## config.mk

```make
export PLATFORM = sky130hd
export DESIGN_NAME = operand_fetch_flat
export DESIGN_NICKNAME = d
export VERILOG_FILES = /design/src/rtl/operand_fetch_pkg.sv /design/src/rtl/operand_fetch_if.sv /design/src/rtl/operand_fetch_fwd_mux.sv /design/src/rtl/operand_fetch.sv /design/src/flat_wrapper.sv
export SDC_FILE = /design/constraint.sdc
export NUM_CORES = 1
export LEC_CHECK = 0
export CORE_ASPECT_RATIO = 1.2
export CORE_MARGIN = 3
export CORE_UTILIZATION = 39
export CTS_CLUSTER_DIAMETER = 80
export DETAILED_ROUTE_END_ITERATION = 10
export GPL_ROUTABILITY_DRIVEN = 0
export PLACE_DENSITY = 0.77
export SLEW_MARGIN = 30
export SYNTH_ARGS = -nofsm -noshare
export SYNTH_HDL_FRONTEND = slang
export SYNTH_SLANG_ARGS = --single-unit
```

## constraint.sdc

```tcl
create_clock -name CLK -period 1.6 [get_ports CLK]
set_clock_uncertainty 0.2 [all_clocks]
set_input_delay 0.16 -clock CLK [delete_from_list [all_inputs] [get_ports CLK]]
set_output_delay 0.16 -clock CLK [all_outputs]
set_load 0.01 [all_outputs]
```

## src/rtl/operand_fetch_pkg.sv

```systemverilog
// Shared types and constants for the operand-fetch stage and its forwarding resolver.
package operand_fetch_pkg;

  localparam int unsigned XLEN    = 32;
  localparam int unsigned AW      = 5;
  localparam int unsigned ILEN    = 32;
  localparam int unsigned RS1_LSB = 15;
  localparam int unsigned RS2_LSB = 20;

  typedef enum logic [1:0] {
    ST_EMPTY = 2'd0,
    ST_FRESH = 2'd1,
    ST_HELD  = 2'd2
  } opf_state_e;

  // One register-file write as seen on the writeback snoop.
  typedef struct packed {
    logic            en;
    logic [AW-1:0]   addr;
    logic [XLEN-1:0] data;
  } wb_snoop_t;

  function automatic logic [AW-1:0] rs1_of(input logic [ILEN-1:0] instr);
    return instr[RS1_LSB +: AW];
  endfunction

  function automatic logic [AW-1:0] rs2_of(input logic [ILEN-1:0] instr);
    return instr[RS2_LSB +: AW];
  endfunction

endpackage

```

## src/rtl/operand_fetch_if.sv

```systemverilog
// Instruction in/out handshakes, register-file read port and writeback snoop of the operand-fetch stage.
interface operand_fetch_if;
  import operand_fetch_pkg::*;

  logic            in_valid;
  logic            in_ready;
  logic [ILEN-1:0] in_instr;
  logic [AW-1:0]   rf_raddr1;
  logic [AW-1:0]   rf_raddr2;
  logic [XLEN-1:0] rf_rdata1;
  logic [XLEN-1:0] rf_rdata2;
  logic            wb_en;
  logic [AW-1:0]   wb_addr;
  logic [XLEN-1:0] wb_data;
  logic            out_valid;
  logic            out_ready;
  logic [ILEN-1:0] out_instr;
  logic [XLEN-1:0] out_rs1_data;
  logic [XLEN-1:0] out_rs2_data;

  modport master (
    input  in_valid, in_instr, rf_rdata1, rf_rdata2, wb_en, wb_addr, wb_data, out_ready,
    output in_ready, rf_raddr1, rf_raddr2, out_valid, out_instr, out_rs1_data, out_rs2_data
  );

  modport slave (
    output in_valid, in_instr, rf_rdata1, rf_rdata2, wb_en, wb_addr, wb_data, out_ready,
    input  in_ready, rf_raddr1, rf_raddr2, out_valid, out_instr, out_rs1_data, out_rs2_data
  );

endinterface

```

## src/rtl/operand_fetch_fwd_mux.sv

```systemverilog
// Per-operand resolver: x0 forcing, optional writeback forwarding (OPFETCH_BYPASS_EN), then RF or hold data.
module opfetch_fwd_mux
  import operand_fetch_pkg::*;
(
  input  logic            fresh,
  input  logic [AW-1:0]   rs,
  input  logic [XLEN-1:0] rf_rdata,
  input  logic [XLEN-1:0] hold,
  input  wb_snoop_t       wb,
  input  wb_snoop_t       wb_q,
  output logic [XLEN-1:0] operand_c
);

  // Later assignments take priority: x0, then current write, then accept-edge write.
  always_comb begin
    operand_c = fresh ? rf_rdata : hold;
`ifdef OPFETCH_BYPASS_EN
    if (fresh && wb_q.en && (wb_q.addr == rs)) operand_c = wb_q.data;
    if (wb.en && (wb.addr == rs))              operand_c = wb.data;
`endif
    if (rs == '0) operand_c = '0;
  end

`ifndef OPFETCH_BYPASS_EN
  logic unused_snoop;
  assign unused_snoop = ^{wb, wb_q};
`endif

endmodule

```

## src/rtl/operand_fetch.sv

```systemverilog
// Operand-fetch stage: single slot between the register file and execute.
// Writeback forwarding is built only when OPFETCH_BYPASS_EN is defined.
module operand_fetch
  import operand_fetch_pkg::*;
(
  input  logic           CLK,
  input  logic           RST_N,
  operand_fetch_if.master bus
);

  opf_state_e      state;
  opf_state_e      state_d;
  logic [ILEN-1:0] instr_q;
  logic [XLEN-1:0] hold1_q;
  logic [XLEN-1:0] hold2_q;
  logic [XLEN-1:0] op1_c;
  logic [XLEN-1:0] op2_c;
  logic            fire_c;
  logic            in_ready_c;
  logic            accept_c;
  logic            fresh_c;
  wb_snoop_t       wb_c;
  wb_snoop_t       wb_q;

  assign fire_c     = (state != ST_EMPTY) & bus.out_ready;
  assign in_ready_c = (state == ST_EMPTY) | fire_c;
  assign accept_c   = bus.in_valid & in_ready_c;
  assign fresh_c    = (state == ST_FRESH);
  assign wb_c       = '{en: bus.wb_en, addr: bus.wb_addr, data: bus.wb_data};

  // The register file samples these on the accept edge.
  assign bus.rf_raddr1 = rs1_of(bus.in_instr);
  assign bus.rf_raddr2 = rs2_of(bus.in_instr);

  always_comb begin
    state_d = state;
    if (accept_c)                state_d = ST_FRESH;
    else if (fire_c)             state_d = ST_EMPTY;
    else if (state == ST_FRESH)  state_d = ST_HELD;
  end

  always_ff @(posedge CLK or negedge RST_N) begin
    if (!RST_N) state <= ST_EMPTY;
    else        state <= state_d;
  end

  // Hold registers track the resolved operands while the slot is stalled; RF data is stale after FRESH.
  always_ff @(posedge CLK or negedge RST_N) begin
    if (!RST_N) begin
      instr_q <= '0;
      hold1_q <= '0;
      hold2_q <= '0;
    end else begin
      if (accept_c) instr_q <= bus.in_instr;
      if ((state != ST_EMPTY) && !fire_c) begin
        hold1_q <= op1_c;
        hold2_q <= op2_c;
      end
    end
  end

`ifdef OPFETCH_BYPASS_EN
  // Remembers the write on the accept edge, which the RF read misses.
  always_ff @(posedge CLK or negedge RST_N) begin
    if (!RST_N) wb_q <= '0;
    else        wb_q <= wb_c;
  end
`else
  assign wb_q = '0;
`endif

  opfetch_fwd_mux u_fwd_rs1 (
    .fresh     (fresh_c),
    .rs        (rs1_of(instr_q)),
    .rf_rdata  (bus.rf_rdata1),
    .hold      (hold1_q),
    .wb        (wb_c),
    .wb_q      (wb_q),
    .operand_c (op1_c)
  );

  opfetch_fwd_mux u_fwd_rs2 (
    .fresh     (fresh_c),
    .rs        (rs2_of(instr_q)),
    .rf_rdata  (bus.rf_rdata2),
    .hold      (hold2_q),
    .wb        (wb_c),
    .wb_q      (wb_q),
    .operand_c (op2_c)
  );

  assign bus.in_ready     = in_ready_c;
  assign bus.out_valid    = (state != ST_EMPTY);
  assign bus.out_instr    = instr_q;
  assign bus.out_rs1_data = op1_c;
  assign bus.out_rs2_data = op2_c;

endmodule

```

## src/flat_wrapper.sv

```systemverilog
// flat-port wrapper written by rule: the top's interface ports become plain ports
module operand_fetch_flat import operand_fetch_pkg::*;
  (CLK, RST_N, bus_in_valid, bus_in_instr, bus_rf_rdata1, bus_rf_rdata2, bus_wb_en, bus_wb_addr, bus_wb_data, bus_out_ready, bus_in_ready, bus_rf_raddr1, bus_rf_raddr2, bus_out_valid, bus_out_instr, bus_out_rs1_data, bus_out_rs2_data);
  operand_fetch_if bus_i ();
  input  logic CLK;
  input  logic RST_N;
  input wire logic [$bits(bus_i.in_valid)-1:0] bus_in_valid;
  input wire logic [$bits(bus_i.in_instr)-1:0] bus_in_instr;
  input wire logic [$bits(bus_i.rf_rdata1)-1:0] bus_rf_rdata1;
  input wire logic [$bits(bus_i.rf_rdata2)-1:0] bus_rf_rdata2;
  input wire logic [$bits(bus_i.wb_en)-1:0] bus_wb_en;
  input wire logic [$bits(bus_i.wb_addr)-1:0] bus_wb_addr;
  input wire logic [$bits(bus_i.wb_data)-1:0] bus_wb_data;
  input wire logic [$bits(bus_i.out_ready)-1:0] bus_out_ready;
  output wire logic [$bits(bus_i.in_ready)-1:0] bus_in_ready;
  output wire logic [$bits(bus_i.rf_raddr1)-1:0] bus_rf_raddr1;
  output wire logic [$bits(bus_i.rf_raddr2)-1:0] bus_rf_raddr2;
  output wire logic [$bits(bus_i.out_valid)-1:0] bus_out_valid;
  output wire logic [$bits(bus_i.out_instr)-1:0] bus_out_instr;
  output wire logic [$bits(bus_i.out_rs1_data)-1:0] bus_out_rs1_data;
  output wire logic [$bits(bus_i.out_rs2_data)-1:0] bus_out_rs2_data;
  assign bus_i.in_valid = bus_in_valid;
  assign bus_i.in_instr = bus_in_instr;
  assign bus_i.rf_rdata1 = bus_rf_rdata1;
  assign bus_i.rf_rdata2 = bus_rf_rdata2;
  assign bus_i.wb_en = bus_wb_en;
  assign bus_i.wb_addr = bus_wb_addr;
  assign bus_i.wb_data = bus_wb_data;
  assign bus_i.out_ready = bus_out_ready;
  assign bus_in_ready = bus_i.in_ready;
  assign bus_rf_raddr1 = bus_i.rf_raddr1;
  assign bus_rf_raddr2 = bus_i.rf_raddr2;
  assign bus_out_valid = bus_i.out_valid;
  assign bus_out_instr = bus_i.out_instr;
  assign bus_out_rs1_data = bus_i.out_rs1_data;
  assign bus_out_rs2_data = bus_i.out_rs2_data;
  operand_fetch u_core (.CLK(CLK), .RST_N(RST_N), .bus(bus_i));
endmodule
```

# Word level (Yosys, flattened, before mapping)
# Cells that the tools add are included.
# word_totals
ff_bits	98
in_bits	138
out_inout_bits	108
word_cells	22
# classes
eq_ne	1
n_mux	7
bitwise	3
n_reduce_logical	7
# ops
operator	count
$mux 32	4
$logic_not 5->1	2
$mux 2	3
$reduce_bool 3->1	1
$and 1x1->1	2
$eq 2x1->1 const B	1
$logic_not 2->1	1
$reduce_bool 2->1	1
$logic_and 1x1->1	1
$logic_not 1->1	1
$or 1x1->1	1

# Longest topological paths before layout
# depth
word_depth	5
ltp_mapped	6
mapped_depth_nobuf	3

# By module
# Synthesis repeated with hierarchy kept, for this count alone.
# unflattened
cells_unflattened	374
hier_area_um2	5253.8
# modules_own_cells
module	n_inst	cells_each	area_each_um2	seq_area_each_um2
operand_fetch	1	222	4082.7	2452.4
opfetch_fwd_mux	2	76	585.6	0.0

# Least setup slack after synthesis
# No wires, ideal clock.
# synth_timing
kind	reg2out
start	reg u_core.state[0]
end	out bus_out_rs1_data[0]
arrival_time_ns	1.336
slack_ns	-0.096
stages_incl_launch_ff	7
n_path_buf	3
path_cell_list	dfrtp_1 > buf_2 > nand2b_1 > buf_2 > buf_1 > nand2_1 > a21oi_1
# synth_between
elab_chain_cells	3
# synth_lines
item	line	rtl
from (decl)	operand_fetch.sv:11	opf_state_e state;
from (signal assigned)	operand_fetch.sv:44	else state <= state_d;
$eq 2x1->1	operand_fetch.sv:28	assign fresh_c = (state == ST_FRESH);
$mux 32	operand_fetch_fwd_mux.sv:16	operand_c = fresh ? rf_rdata : hold;
$mux 32	operand_fetch_fwd_mux.sv:21	if (rs == '0) operand_c = '0;
to (decl)	flat_wrapper.sv:20	output wire logic [$bits(bus_i.out_rs1_data)-1:0] bus_out_rs1_data;
# Every way passes these cells.

# Final worst setup path
# layout_timing
start	reg u_core.state[0]
end	out bus_out_rs2_data[30]
# layout_between
elab_chain_cells	3
# layout_lines
item	line	rtl
$eq 2x1->1	operand_fetch.sv:28	
$mux 32	operand_fetch_fwd_mux.sv:16	
$mux 32	operand_fetch_fwd_mux.sv:21	
to (decl)	flat_wrapper.sv:21	output wire logic [$bits(bus_i.out_rs2_data)-1:0] bus_out_rs2_data;
# Every way passes these cells.

==> metrics.txt <==
post-synthesis sequential area ratio=approximately two fifths; clock-pin slew on the worst setup and hold paths=80 ps; RSZ-0062 raised after global routing=true; CP startpoint kind=flip-flop; final wirelength=23.9 mm; Reg area=2450 um^2; GRT overflow=0; Detail Route Antenna Nets=0; first-pass GRT wire length=approximately 33 mm; Max transition margin=between 60% and 70%; clock power share=a little under a fifth; Starting Density=just over 40%; DRT iter0 DRCs=between 500 and 600; area delta synth->final=78.6%; flops & latches, synth=between 90 and 100; Die ar.=16,600 um^2; final hold viol count=0; fin. max-slew vios=0; Sw Pwr=4430 uW; vias in the first global route=6,298; Syn Area/Cell=8.70 um^2; TritonRoute pass-1 iters=5; placed cells=approximately 1,100; largest net degree at the start of global routing=between 50 and 60; clock root buffer master=clkbuf_16; yosys warns=0; Multi-input gate area=between 3000 and 4000 um^2; combinational power share=around 48%; most common cell after layout, fill and taps aside=nand2_1; nets=1,095; Final min period=2020 ps; Tightest Pin Transition=roughly 580 ps; Leakage=slightly below 0.005 uW; via count=around 6,500; commonest non-fill, non-tap cells in the layout=nand2_1 (164), clkdlybuf4s50_1 (105), dfrtp_1 (96); Setup WS post-layout=-422 ps; mapped cell area=between 5000 and 6000 um^2; CTS HTree Levels=3; PwrDens=1120 nW/um^2; core area=about 15,000 um^2; clock tree sinks=around 100; Die Width=about 120 um; n_diodes=0; die height=140 um; Tot GR Track Use=approximately 25%; Netlist cell types=28; worst path arrival time=roughly 1700 ps; CTS max path bufs=2; Hold Path Class=in -> async; vias per cell=around 5.6; max cap viols=0; DRC viols=0; clk_lat worst skew=350 ps; layout cells sized above 1=a little over two fifths; WL/cell=a little over 20 um; critical path type=reg -> out; Sequential Power Share=~33%; final setup vio count=around 160; Finished Layout Cells=~1,200; failing checks=setup timing; post-DP HPWL=roughly 12 mm; initial antenna violation count=0; FP Rows=48; outcome=finished, violations left; Worst setup EP type=output port; cell count after synthesis=~680; fill cell count=between 1,000 and 1,500; fmax=between 400 and 500 MHz; dpl ws=-427 ps; Worst VDD drop=0.000589 V; IO buf count=approximately 210; fin crit share=126%; Sw Share=between 30% and 40%; Num CTS Buffers=9; Top Ports=246; crit-path max FO=8; Post-Syn Nets=just over 800; Req. time, crit path=1240 ps; CTS tree=yes; internal power=around 7300 uW
[layout make-up]
cell class	count	area share [%]
repair buffers	345	36.0
multi-input cells	498	35.3
flip-flops and latches	98	23.4
well taps	200	2.38
clock buffers	9	2.15
clock inverters	7	0.584
inverters	5	0.179
[power by group through the flow]
| stage | Sequential (uW) | Combinational, uW | Clock, uW |
|---|---|---|---|
| finish | 3930 | 5700 | 2150 |
| global route | 4010 | 6060 | 2280 |
| CTS | 3840 | 5100 | 2170 |
| detailed placement | 3870 | 5040 | 0 |
| global placement | 3850 | 4970 | 0 |
| floorplan | 3790 | 2630 | 0 |
[critical path: stages (launching register included)]
cell and delay [ps]:
dfrtp_2 430, nor2b_4 210, buf_12 140, buf_12 130, buf_6 100, nand2_4 50, a21oi_4 130, buf_6 120
[registers in the layout, summed over array words and instances, names as in the netlist]
name and flops:
u_core.hold2_q 32, u_core.hold1_q 32, u_core.bus.out_instr 32, u_core.state 2
[per-layer routing]
layer  up-vias  track usage [%]  wire, um
met4         0             10.1       860
met1      3181             30.8      9150
met5         -                0         0
met3        69             5.09      1960
li1       2911                -         -
met2       367             41.5     11900
[cells in the mapped netlist, drive strengths merged]
cell type | number | area share (%)
nand2 | 190 | 12
dfrtp | 98 | 42
a21oi | 66 | 5.7
and2 | 66 | 7.0
a211o | 63 | 9.4
a211oi | 61 | 7.9
buf | 54 | 5.9
mux2 | 32 | 6.1
clkbuf | 21 | 1.4
inv | 5 | 0.32
nor2 | 5 | 0.40
nor3 | 4 | 0.72
a2111oi | 2 | 0.30
nand2b | 2 | 0.21
o21ai | 2 | 0.23
a221o | 1 | 0.17
nor2b | 1 | 0.11
nor3b | 1 | 0.13
or2 | 1 | 0.11
[per-stage QoR]
step	hold slack, ps	setup TNS, ps	util, %	power (uW)	instance area, um^2
final	94.4	-49730	71.9	11800	10500
after global routing	103	-58140	71.9	12400	10500
after CTS	98.5	-46270	65.5	11100	9550
after detailed placement	-76.6	-55840	59.1	8910	8630
after global placement	-77.8	-55070	59.1	8810	8630
after floorplan	-336	-1070	-	6420	6070
[cell families after synthesis]
family | count (synthesis) | share of synthesized area (%)
compound gates | 195 | 23.7
buf+inv | 80 | 7.60
simple gates | 270 | 20.9
flops | 98 | 41.7
mux | 32 | 6.13
[timing repair]
action | 4_1_cts | 5_1_grt
cloned | 13 | 16
hold endpoints to repair | 98 | 0
hold buffers | 1 | 0
setup endpoints to repair | 193 | 197
gates resized for setup | 351 | 164
pin swaps | 51 | 50
setup buffers | 28 | 11
[worst paths after layout]
kind,startpoint,endpoint,slack (ps),cells after the start
max,u_core.state[0],bus_out_rs2_data[30],-420,7
min,RST_N,u_core.hold2_q[16],90,2
max reg2reg,u_core.state[1],u_core.hold1_q[3],-340,6
min reg2reg,u_core.bus.out_instr[12],u_core.bus.out_instr[12],310,1
max in group asynchronous,RST_N,u_core.hold2_q[29],570,3
min in group CLK,bus_in_instr[9],u_core.bus.out_instr[9],210,2
Power figures use the tool's default switching activity.
==> patch 1, RTL diff (config.mk and constraints unchanged) <==
Build with the macro `OPFETCH_BYPASS_EN` defined.
--- a/src/rtl/operand_fetch_fwd_mux.sv
+++ b/src/rtl/operand_fetch_fwd_mux.sv
@@ -1,3 +1,5 @@
 // Per-operand resolver: x0 forcing, optional writeback forwarding (OPFETCH_BYPASS_EN), then RF or hold data.
+`define OPFETCH_BYPASS_EN
+
 module opfetch_fwd_mux
   import operand_fetch_pkg::*;
Behaviour: not the same (a bounded check fails within 4 cycles, from zero or initial values and one cycle with RST_N low).
==> patch 1 against the original RTL <==
The run still ends with negative setup slack left. Design area up 36%. Routed wire length is 38% higher. Synthesized area grew 27%. Via count grew 24%. Sequential power grew 21%. Power is 39% higher. Sequential cell count grew 38. Global-route usage is 5.5 points higher. Worst setup slack worse by 0.91 ns. Clock power grew 85%. Non-clock buffer count is 134 higher. Critical path depth rose by 2. Count of clock-buffer cells in the layout rose by 10.
==> patch 1: results (changes against the original RTL) <==
* Status: complete, but fails checks (unchanged)
* Failing checks: negative setup slack (unchanged)
* CP delay by family, top: simple AND/OR/NAND/NOR gates (was buffers and inverters)
* Overall Global Routing Usage at 0.300 (was 0.246)
* Worst vdd ir at 713 uV (was 589 uV)
* Netlist cell types at 40 (was 28)
* M2 GR Usage at 0.513 (was 0.415)
* Clock latency on the worst-skew pair at 0.43 ns (was 0.35 ns)
* DR vias at 8,127 (was 6,528)
* Sequential cell area share at 0.239 (was 0.234)
* R2R Path Start: u_core.bus.out_instr[18] (was u_core.state[1])
* Clock Power Share at 0.243 (was 0.183)
* Sw frac at 0.356 (was 0.376)
* Non-clk bufs at 479 (was 345)
* Crit-path max cell delay at 0.56 ns (was 0.43 ns)
* XOR/XNOR Fraction of Synth Area at 0.0200 (was 0)
* Maximum fanout along the worst path at 5 (was 8)
* Fill cell count at 1,072 (was 1,028)
* Multi-input gate area at 4950 sq um (was 3710 sq um)
* Largest net degree at the start of global routing at 48 (was 53)
* Inverters at 4 (was 5)
* M3 GR Usage at 0.0735 (was 0.0509)
* Share of the synthesized area in the top cell type at 0.457 (was 0.417)
* Iter 0 DRT Violations at 697 (was 593)
* Compound-gate portion of the synthesized area at 0.219 (was 0.237)
* Hpwl dp at 18,700 microns (was 12,200 microns)
* Syn Nets at 849 (was 813)
* First-pass GRT wire length at 48,600 microns (was 33,100 microns)
* Critical path launch point: u_core.bus.out_instr[21] (was u_core.state[0])
* Worst EP arrival at 2.57 ns (was 1.66 ns)
* Syn avg cell area at 10.5 sq um (was 8.70 sq um)
* Met2 Wirelength at 17,000 microns (was 11,900 microns)
* Hold slack at 0.0692 ns (was 0.0944 ns)
* Leading cell types by count after synthesis: dfrtp_1 (136), o21ai_0 (81), mux2_2 (64), mux2i_1 (64), a21oi_1 (62) (was nand2_1 (190), dfrtp_1 (98), and2_1 (66))
* CP max stage cell: or4_4 (was dfrtp_2)
* Final WS setup at -1.33 ns (was -0.422 ns)
* Initial antenna violation count at 1 (was 0)
* Clock-cell share at 0.0413 (was 0.0273)
* Post-synthesis mux area share at 0.183 (was 0.0613)
* Final setup violation count at 163 (unchanged)
* # diodes at 2 (was 0)
-- patch 1: cell types whose count changed after synthesis, sizes merged, moves of 14 or more --
cell,change
a211o,-63
a211oi,-61
a22oi,+31
a32oi,+31
and2,-32
buf,-14
dfrtp,+38
mux2,+32
mux2i,+64
nand2,-152
o21ai,+95
o2bb2ai,+31
xor2,+14
-- patch 1: per-stage QoR --
stage          TNS [ns]  power (mW)  instance area [sq um]
2_1_floorplan    -59.93        7.74                   8040
3_3_place_gp    -151.29        11.1                  11600
3_5_place_dp    -155.96        11.2                  11600
4_1_cts         -147.67        15.5                  13600
5_1_grt         -154.22        17.1                  14300
6_report        -145.57        16.3                  14300
-- patch 1: repair_timing --
item,CTS,global route
hold endpoints to repair,136,0
hold buffers,2,0
buffers inserted,54,23
resized for setup,483,150
setup endpoints to repair,195,169
pin swaps,24,21
cloned,20,2
==> patch 2, RTL diff (same flow settings) <==
Made on the original files. Re-encode `opf_state_e` (3 states) as one-hot, 3 bits wide.
--- a/src/rtl/operand_fetch_pkg.sv
+++ b/src/rtl/operand_fetch_pkg.sv
@@ -8,8 +8,8 @@
   localparam int unsigned RS2_LSB = 20;
 
-  typedef enum logic [1:0] {
-    ST_EMPTY = 2'd0,
-    ST_FRESH = 2'd1,
-    ST_HELD  = 2'd2
+  typedef enum logic [2:0] {
+    ST_EMPTY = 3'b001,
+    ST_FRESH = 3'b010,
+    ST_HELD  = 3'b100
   } opf_state_e;
 
Formal check against the unedited RTL: no difference found for any inputs over 4 cycles, from zero or initial values and one cycle with RST_N low; so few cycles prove little.
==> patch 2 against the original RTL <==
The run still ends with negative setup slack left. Sequential power increased by 2%. Sequential share of layout area increased by 4.6 points. Sequential cell count increased by 1. Critical path type is now reg -> reg. Synthesized area decreased by 20%. Worst setup slack got worse by 0.35 ns. Design area decreased by 16%. Combinational power decreased by 0.9%. Count of clock-buffer cells in the layout increased by 3. Global-route usage increased by 1.6 points. Critical endpoint is now u_core.hold1_q[7]. Power increased by 3.4%. Worst hold slack got worse by 0.042 ns. Largest cell class unchanged. Routed wire length decreased by 21%.
==> patch 2: results (changes against the original RTL) <==
* Failing checks: negative setup slack (unchanged)
* Syn avg cell area at 10.2 sq um (was 8.70 sq um)
* Status: complete, but fails checks (unchanged)
* Initial antenna violation count at 1 (was 0)
* Largest cells by area after synthesis: dfrtp_1 (52%), nand2_1 (10%), a21oi_1 (7.0%), a32o_1 (6.9%), mux2_2 (6.3%) (was dfrtp_1 (42%), nand2_1 (12%), a211o_1 (9.4%), a211oi_1 (7.7%), and2_1 (7.0%))
* Type of the most critical hold path: in -> async (unchanged)
* Fill cell count at 758 (was 1,028)
* Worst EP arrival at 2.39 ns (was 1.66 ns)
* Fraction of registers with async set/reset at 1.00 (unchanged)
* Post-synthesis mux area share at 0.0771 (was 0.0613)
* Final setup violation count at 164 (was 163)
* Vias in the first global route at 5,281 (was 6,298)
* Syn Nets at 594 (was 813)
* Hpwl dp at 10,700 microns (was 12,200 microns)
* Pleak at 4.05 nW (was 4.90 nW)
* Overall Global Routing Usage at 0.262 (was 0.246)
* Slew margin rel. at 0.494 (was 0.611)
* First-pass GRT wire length at 27,600 microns (was 33,100 microns)
* Netlist cell types at 24 (was 28)
* Final Non-Filler Cells at 943 (was 1,162)
* CP delay by family, top: simple AND/OR/NAND/NOR gates (was buffers and inverters)
* Max Buffers Root-to-Sink at 2 (unchanged)
* Worst-path clk slew at approximately 0.07 ns
* Compound-gate portion of the synthesized area at 0.204 (was 0.237)
* Final Hold Viols at 0 (unchanged)
* CP max stage cell: or4_4 (was dfrtp_2)
* WL/cell at 19.9 microns (was 20.6 microns)
* Final WS setup at -0.770 ns (was -0.422 ns)
* DR vias/cell at 5.44 (was 5.62)
* YS warnings at 0 (unchanged)
* Leading cell types by count after synthesis: nand2_1 (130), dfrtp_1 (98), a21oi_1 (65) (was nand2_1 (190), dfrtp_1 (98), and2_1 (66))
* Layout cell share with drive strength beyond 1 at 0.443 (was 0.424)
* Seq/Total Area, Yosys at 0.531 (was 0.417)
* Crit-path max cell delay at 0.55 ns (was 0.43 ns)
* CTS H-Tree Depth at 3 (unchanged)
* Worst vdd ir at 653 uV (was 589 uV)
* Final nets at 919 (was 1,095)
* Maximum fanout along the worst path at 8 (unchanged)
* Largest net degree at the start of global routing at 51 (was 53)
* Iter 0 DRT Violations at 348 (was 593)
* Inst Count DP at 864 (was 1,084)
* # diodes at 0 (unchanged)
* Clock latency on the worst-skew pair at 0.34 ns
==> patch 2: metal layers <==
metal	share of wire	track usage	vias to the layer above
met3	0.075	0.0620	38
met2	0.54	0.482	260
met5	0.00069	0	-
met1	0.36	0.296	2563
met4	0.020	0.0861	2
li1	-	-	2271
==> patch 2: worst paths after layout <==
| path | start | end | slack (ns) | cells after the start |
|---|---|---|---|---|
| max in group asynchronous | RST_N | u_core.bus.out_instr[12] | 0.59 | 3 |
| max | u_core.bus.out_instr[19] | u_core.hold1_q[7] | -0.77 | 7 |
| max reg2reg | u_core.bus.out_instr[19] | u_core.hold1_q[7] | -0.77 | 7 |
| min | RST_N | u_core.hold2_q[13] | 0.05 | 2 |
| min in group CLK | bus_in_instr[27] | u_core.bus.out_instr[27] | 0.22 | 2 |
| min reg2reg | u_core.hold2_q[18] | u_core.hold2_q[18] | 0.29 | 1 |
==> patch 2: worst register-to-register path: stages, from the launching register on <==
cell and delay (ns):
dfrtp_1 0.39, or4_4 0.55, nor2_4 0.24, buf_6 0.16, buf_12 0.14, buf_12 0.13
o21ai_2 0.17, a22o_1 0.27
==> patch 2: power breakdown <==
group          internal [mW]  switching [mW]  total, mW
clock                   1.57           0.955       2.53
combinational           3.10            2.55       5.65
sequential              3.42           0.589       4.01
==> patch 2: layout make-up <==
cell class / instances / area [sq um] / share of cell area
inverters: 3 / 13.8 / 0.00156
flip-flops and latches: 99 / 2480 / 0.280
repair buffers: 359 / 3450 / 0.390
well taps: 157 / 196 / 0.0222
clock buffers: 12 / 246 / 0.0279
multi-input cells: 309 / 2360 / 0.267
clock inverters: 4 / 97.6 / 0.0110
==> patch 2: through the flow <==
step           instance area (sq um)  hold WS [ns]  worst slack [ns]  setup TNS, ns
2_1_floorplan                   4810        -0.336            -0.297         -35.40
3_3_place_gp                    7540        -0.145            -0.699         -90.62
3_5_place_dp                    7560        -0.136            -0.697         -82.15
4_1_cts                         8540        0.0641            -0.819        -103.01
5_1_grt                         8840        0.0825            -0.814        -108.86
6_report                        8840        0.0528            -0.770         -99.81
==> patch 2: logic make-up after synthesis <==
family | count (synthesis)
multiplexers | 32
AND/OR/NAND/NOR | 142
buffers and inverters | 51
flip-flops | 99
AO/OA/AOI/OAI | 132
==> patch 2: repair_timing <==
action,CTS,global route
endpoints found under the hold margin,99,0
gates cloned,16,3
gates resized for setup,367,88
endpoints found under the setup margin,189,175
buffers inserted,42,13
hold buffers,1,0
pin swaps,7,4
